## config.mk

```make
export PLATFORM = sky130hd
export DESIGN_NAME = act_row_streamer
export DESIGN_NICKNAME = d
export VERILOG_FILES = /design/src/rtl/act_pkg.sv /design/src/rtl/act_row_streamer.sv
export SDC_FILE = /design/constraint.sdc
export NUM_CORES = 2
export LEC_CHECK = 0
export BUFFER_PORTS_ARGS = -buffer_cell sky130_fd_sc_hd__buf_4
export CELL_PAD_IN_SITES_DETAIL_PLACEMENT = 0
export CELL_PAD_IN_SITES_GLOBAL_PLACEMENT = 1
export CORE_MARGIN = 8
export CORE_UTILIZATION = 33
export CTS_BUF_LIST = sky130_fd_sc_hd__clkbuf_16
export CTS_CLUSTER_SIZE = 10
export DETAILED_ROUTE_END_ITERATION = 12
export HOLD_SLACK_MARGIN = 0.06
export PLACE_DENSITY_LB_ADDON = 0.1
export SYNTH_ARGS = -nofsm -noshare
export SYNTH_HDL_FRONTEND = slang
export SYNTH_SLANG_ARGS = --single-unit
```

## constraint.sdc

```tcl
create_clock -name clk -period 2.25 [get_ports clk]
set_input_delay 0.225 -clock clk [delete_from_list [all_inputs] [get_ports clk]]
set_output_delay 0.225 -clock clk [all_outputs]
set_load 0.01 [all_outputs]
```

## src/rtl/act_pkg.sv

```systemverilog
// Shared constants and state encoding for the activation SRAM path.
// The write-side and CIM driver blocks use the same constants.
package act_pkg;

    localparam int ACT_ROWS   = 32;
    localparam int ACT_ROW_W  = 768;
    localparam int ACT_BEAT_W = 32;
    localparam int ACT_BEATS  = ACT_ROW_W / ACT_BEAT_W;

    // state      | meaning
    // ACT_IDLE   | waiting for start
    // ACT_RD     | SRAM read cycle (ceb low for one cycle)
    // ACT_CAP    | SRAM Q valid, captured into the row buffer
    // ACT_STREAM | presenting beats of the buffered row
    // ACT_FIN    | one-cycle done pulse
    typedef enum logic [2:0] {
        ACT_IDLE   = 3'd0,
        ACT_RD     = 3'd1,
        ACT_CAP    = 3'd2,
        ACT_STREAM = 3'd3,
        ACT_FIN    = 3'd4
    } act_rs_state_t;

endpackage

```

## src/rtl/act_row_streamer.sv

```systemverilog
// Activation row streamer: reads a run of consecutive rows from the
// activation SRAM and streams each row as 32-bit beats over valid/ready.
// Ports:
//   clk, rst_n               clock, async active-low reset
//   start, row_base, row_cnt run command (sampled only when idle)
//   busy, done               run status; done is a one-cycle pulse
//   sram_ceb/web/a_row/q     SRAM read port (read only, web held high)
//   out_valid/ready/data     beat stream
//   out_row, out_beat        source row and beat index of the current beat
//   out_last                 final beat of the final row
module act_row_streamer
    import act_pkg::*;
#(
    parameter int ROW_AW = 5,
    parameter int ROW_W  = 768,
    parameter int BEAT_W = 32
) (
    input  logic              clk,
    input  logic              rst_n,
    input  logic              start,
    input  logic [ROW_AW-1:0] row_base,
    input  logic [ROW_AW:0]   row_cnt,
    output logic              busy,
    output logic              done,
    output logic              sram_ceb,
    output logic              sram_web,
    output logic [ROW_AW-1:0] sram_a_row,
    input  logic [ROW_W-1:0]  sram_q,
    output logic              out_valid,
    input  logic              out_ready,
    output logic [BEAT_W-1:0] out_data,
    output logic [ROW_AW-1:0] out_row,
    output logic [4:0]        out_beat,
    output logic              out_last
);

    localparam int         BEATS     = ROW_W / BEAT_W;
    localparam logic [4:0] LAST_BEAT = 5'(BEATS - 1);

    act_rs_state_t     state_q, state_d;
    logic [ROW_AW-1:0] row_ptr_q, row_ptr_d;
    logic [ROW_AW:0]   rows_left_q, rows_left_d;
    logic [4:0]        beat_q, beat_d;
    logic [ROW_W-1:0]  row_buf_q, row_buf_d;
    logic              xfer;

    assign xfer = (state_q == ACT_STREAM) && out_ready;

    always_ff @(posedge clk or negedge rst_n) begin
        if (!rst_n) begin
            state_q     <= ACT_IDLE;
            row_ptr_q   <= '0;
            rows_left_q <= '0;
            beat_q      <= '0;
            row_buf_q   <= '0;
        end else begin
            state_q     <= state_d;
            row_ptr_q   <= row_ptr_d;
            rows_left_q <= rows_left_d;
            beat_q      <= beat_d;
            row_buf_q   <= row_buf_d;
        end
    end

    always_comb begin
        state_d     = state_q;
        row_ptr_d   = row_ptr_q;
        rows_left_d = rows_left_q;
        beat_d      = beat_q;
        row_buf_d   = row_buf_q;
        case (state_q)
            ACT_IDLE: begin
                if (start) begin
                    row_ptr_d   = row_base;
                    rows_left_d = row_cnt;
                    state_d     = (row_cnt == '0) ? ACT_FIN : ACT_RD;
                end
            end
            ACT_RD: state_d = ACT_CAP;
            ACT_CAP: begin
                // SRAM Q is only valid in this cycle
                row_buf_d = sram_q;
                beat_d    = '0;
                state_d   = ACT_STREAM;
            end
            ACT_STREAM: begin
                if (xfer) begin
                    if (beat_q == LAST_BEAT) begin
                        rows_left_d = rows_left_q - 1'b1;
                        // row pointer wraps naturally at the address width
                        row_ptr_d   = row_ptr_q + 1'b1;
                        state_d     = (rows_left_q == (ROW_AW+1)'(1)) ? ACT_FIN : ACT_RD;
                    end else begin
                        beat_d = beat_q + 1'b1;
                    end
                end
            end
            ACT_FIN: state_d = ACT_IDLE;
            default: state_d = ACT_IDLE;
        endcase
    end

    assign sram_web   = 1'b1;
    assign sram_a_row = row_ptr_q;
    assign out_row    = row_ptr_q;
    assign out_beat   = beat_q;

    always_comb begin
        busy      = 1'b0;
        done      = 1'b0;
        sram_ceb  = 1'b1;
        out_valid = 1'b0;
        out_data  = '0;
        out_last  = 1'b0;
        case (state_q)
            ACT_RD: begin
                busy     = 1'b1;
                sram_ceb = 1'b0;
            end
            ACT_CAP: busy = 1'b1;
            ACT_STREAM: begin
                busy      = 1'b1;
                out_valid = 1'b1;
                out_data  = row_buf_q[beat_q*BEAT_W +: BEAT_W];
                out_last  = (beat_q == LAST_BEAT) && (rows_left_q == (ROW_AW+1)'(1));
            end
            ACT_FIN: done = 1'b1;
            default: ;
        endcase
    end

endmodule
```

==> results by stage <==
Power:
- The highest ir drop seen on vdd is around 0.00063 V.
- In this run the static leakage power is between 20 and 30 nW.
- The clock network accounts for 19.0% of the total power.
- The internal power of the cells totals just under 50 mW.
- The cell area power density is approximately 1200 mW/mm^2.
- In this run the power spent charging and discharging nets is around 24 mW.
- Of the total power, combinational logic draws 45.6%.
- The relative contribution of sequential cells to total power is 35.4%.
- The switching fraction of total power is between 30% and 40%.

Synthesis:
- The Yosys warning count is 0.
- dfrtp_1 is the most common cell in the netlist.
- Of the total synthesized cell area, the portion taken by full adders, half adders and majority gates is less than 1%.
- Summing the areas of all xor and xnor instances in the mapped netlist gives 0.0237% of the synthesized area.
- The prevailing post-synth register cell is dfrtp_1.
- Of the synthesized area, sequential elements account for 53.3%.
- The largest family of logic cells by synthesized area is multiplexers.
- In the synthesized netlist the async set-or-reset flop fraction comes to 100%.
- The number of nets produced by synthesis is 3083.
- The area share of and/or/nand/nor cells after synthesis is 1.08%.
- The post-synthesis cell count is 2296.
- The share of synthesized area in the top cell type comes to 53.3%.
- By count the netlist is led by 787 x dfrtp_1, 472 x mux2_2, 298 x mux2_4, 161 x mux2i_1, 128 x mux4_2.
- The share of cell area taken by muxes after synthesis is 38.6%.
- The number of flip-flops and latches in the synthesized netlist is 787.
- By area the synthesized netlist is led by dfrtp_1 53%, mux2_2 14%, mux2_4 12%.
- Of all cell types, the one taking the most synthesized area is dfrtp_1.
- Averaged over all synthesized cells, the footprint is ~16 sq um.
- The number of flops mapped to enable cells by yosys is 0.
- Counting distinct cell types in the post-synthesis netlist gives 51.
- The area of the mapped netlist is 0.0370 sq mm.
- The synthesized netlist devotes 3.44% of its cell area to compound gates.

STA:
- The final-report hold violation count was 0.
- The share of the clock period used by the worst path after layout is 137%.
- The maximum clock frequency is 0.325 GHz.
- In this run the tightest slew margin relative to its limit is 60.4%.
- Once routing completed, OpenROAD measured the worst setup slack at -0.827 ns.
- The clock skew after layout is 0.0188 ns.
- The final count of pins violating max slew was 0.
- The post-layout minimum cycle time is 3.08 ns.
- Setup violations remaining at the end of the flow were counted as 33.
- Setup repair after global routing could not meet its margin everywhere.
- On the final layout, the worst hold slack is 0.223 ns.
- The slew at the pin closest to its max-slew limit is ~0.59 ns.

Clock network:
- The CTS tree is yes.
- The clock passes through at most 3 buffers.
- The master cell of the clock root buffer is clkbuf_16.
- The number of CTS-inserted buffers is 95.
- The later-pin clock latency in the skew report is 0.68 ns.
- The clock input transition at the sequential cells of the worst setup and hold paths is 0.05 ns.
- The clock net in this run drives a total of 787 sinks.
- The number of levels the H-tree was split into is 3.

Placed design:
- The final weighted congestion in routability-driven placement is 0.858.
- The count of buffers added on input and output ports is 834.
- The estimated wirelength of the detail-placed design is 112000 um.
- The placed instance count is 4663.
- In this run the cell area measured after placement is 0.0462 sq mm.

Routing:
- After detailed routing, the number of vias per cell comes to between 4 and 5.
- In this run the remaining antenna-violating nets after routing total 0.
- The number of DRC markers in iteration 0 is approximately 1200.
- The average wire length per cell after detail routing is 26.6 um.
- The total detailed-routing wirelength is 150000 um.
- The via count is about 28000.
- In the routed design, unresolved DRC markers number 0.
- For this run, the detailed router's first-pass iteration total came to 5.

Cells and area:
- The final design instance area without fill is 0.0582 sq mm.
- The number of inserted filler cells in the final layout is slightly above 9000.
- Cells with a size suffix above 1 make up 53.0% of the layout.
- The number of nets in the layout is 4887.
- The finished layout holds 5665 standard cells, fillers aside.
- The layout-stage area growth over the synthesis result is 57.5%.

Outcome:
- The final reports fail on negative setup slack.
- The run finished, with violations left.

Global route:
- The via count of the first global-routing pass is about 32000.
- The global-route wire length before repair is roughly 220000 um.
- The number of antenna violations at the first check in global routing is 41.
- Entering global routing, the biggest net connects 101 pins.
- The global router's overall resource usage is 23.9%.
- The final global-route overflow total is 0.

Die:
- The die extent in x is 351 um.
- The row count is roughly 120.
- The starting utilization of the core area is between 30% and 40%.
- The region available for standard cell placement spans 0.111 sq mm.
- The die is 351 um tall.
- The die covers about 0.12 sq mm.
- In this run the count of I/O pins placed on the die edge is around 840.

Hold path:
- The tightest min-delay check is of the in -> async type.

Critical path:
- The number of cells traversed by the worst register-to-register path is 9.
- The critical path in this run is classified as reg -> out.
- The sort of element at the start of the critical path is a register.
- For the worst setup path, the data arrival time is 2.85 ns.
- The largest driver fanout on the critical path is 11.
- STA classifies the critical path endpoint as a primary output.
- The data required time at the worst endpoint is 2.03 ns.

Job:
- The count of max-cap constraint violations is 0.
[through the flow]
stage	utilization (%)	setup WS, ns	TNS (ns)	power (mW)
floorplan	-	0.226	0	43.3
global placement	41.7	-0.548	-8.96	55.2
detailed placement	41.7	-0.584	-8.91	55.8
CTS	52.1	-0.906	-26.46	73.0
global route	52.5	-0.922	-27.72	76.5
finish	52.5	-0.827	-24.33	72.7
[cells in the final DEF (no fill, tap or decap), drive strengths merged, types with 3 or more instances in the layout]
master,n
dlygate4sd3,784
nor2,21
nand3,8
nand2,7
a21oi,7
a22o,4
or3,3
ha,4
and4b,3
mux4,128
o21ai,40
o22ai,66
dfrtp,787
a31oi,3
nand2b,3
o22a,3
o211ai,32
mux2i,161
mux2,770
buf,1100
a22oi,33
clkbuf,99
diode,28
inv,29
nor3,3
clkinv,23
[layer usage]
layer | vias to the layer above | share of wire (%) | global-route usage [%]
met4 | 18 | 5.1 | 10.7
li1 | 12200 | - | -
met3 | 311 | 5.0 | 4.79
met2 | 904 | 50 | 41.4
met5 | - | 0.074 | 0
met1 | 14300 | 40 | 28.7
[critical path, stage by stage, from the launching register on]
cell	delay (ns)
dfrtp_4	0.46
buf_12	0.17
buf_16	0.18
mux4_2	0.50
mux2i_1	0.17
buf_4	0.20
o211ai_1	0.24
buf_4	0.24
[cells by family (layout without fill, tap and decap cells)]
group	Yosys count	in the layout
buffers and inverters	184	2037
XOR/XNOR	1	1
other	1	29
adder cells (fa/ha/maj)	4	4
AO/OA/AOI/OAI	195	195
multiplexers	1059	1059
AND/OR/NAND/NOR	65	65
flip-flops	787	787
[state kept, by name, summed over array words and instances, names as in the netlist]
signal,cells
row_buf_q,768
state_q,3
out_row,5
rows_left_q,6
out_beat,5
[area by class of cell]
class / count / area, sq um / area share, %
Multi-Input combinational cell: 1325 / 16600 / 28.5
Inverter: 5 / 18.8 / 0.0322
Tap cell: 1488 / 1860 / 3.20
Clock inverter: 48 / 258 / 0.443
Timing Repair Buffer: 1886 / 17300 / 29.7
Clock buffer: 98 / 2450 / 4.21
Sequential cell: 787 / 19700 / 33.9
Antenna cell: 28 / 70.1 / 0.120
[path summary, 6_finish.rpt]
path	slack (ns)	to	startpoint
max	-0.83	out_data[16]	out_beat[0]$_DFFE_PN0P_
min	0.22	row_buf_q[56]$_DFFE_PN0N_	rst_n
max reg2reg	0.06	out_row[0]$_DFFE_PN0P_	out_beat[0]$_DFFE_PN0P_
min reg2reg	0.50	row_buf_q[114]$_DFFE_PN0N_	row_buf_q[114]$_DFFE_PN0N_
max in group asynchronous	1.29	row_buf_q[381]$_DFFE_PN0N_	rst_n
min in group clk	0.32	row_buf_q[437]$_DFFE_PN0N_	sram_q[437]
[power groups by stage]
stage	Clock [mW]	Combinational, mW	Sequential, mW
CTS	14.2	33.1	25.7
global route	14.8	35.2	26.5
finish	13.8	33.2	25.7
detailed placement	0	30.1	25.7
floorplan	0	19.3	23.9
global placement	0	29.8	25.5
[timing repair]
item | CTS | global route
setup buffers | 23 | 18
pin swaps | 17 | 10
gates cloned | 6 | 1
resized for setup | 125 | 40
endpoints found under the setup margin | 35 | 35
hold buffers | 785 | 0
hold endpoints to repair | 1345 | 0
No activity file was read; power rests on OpenSTA's default activity.
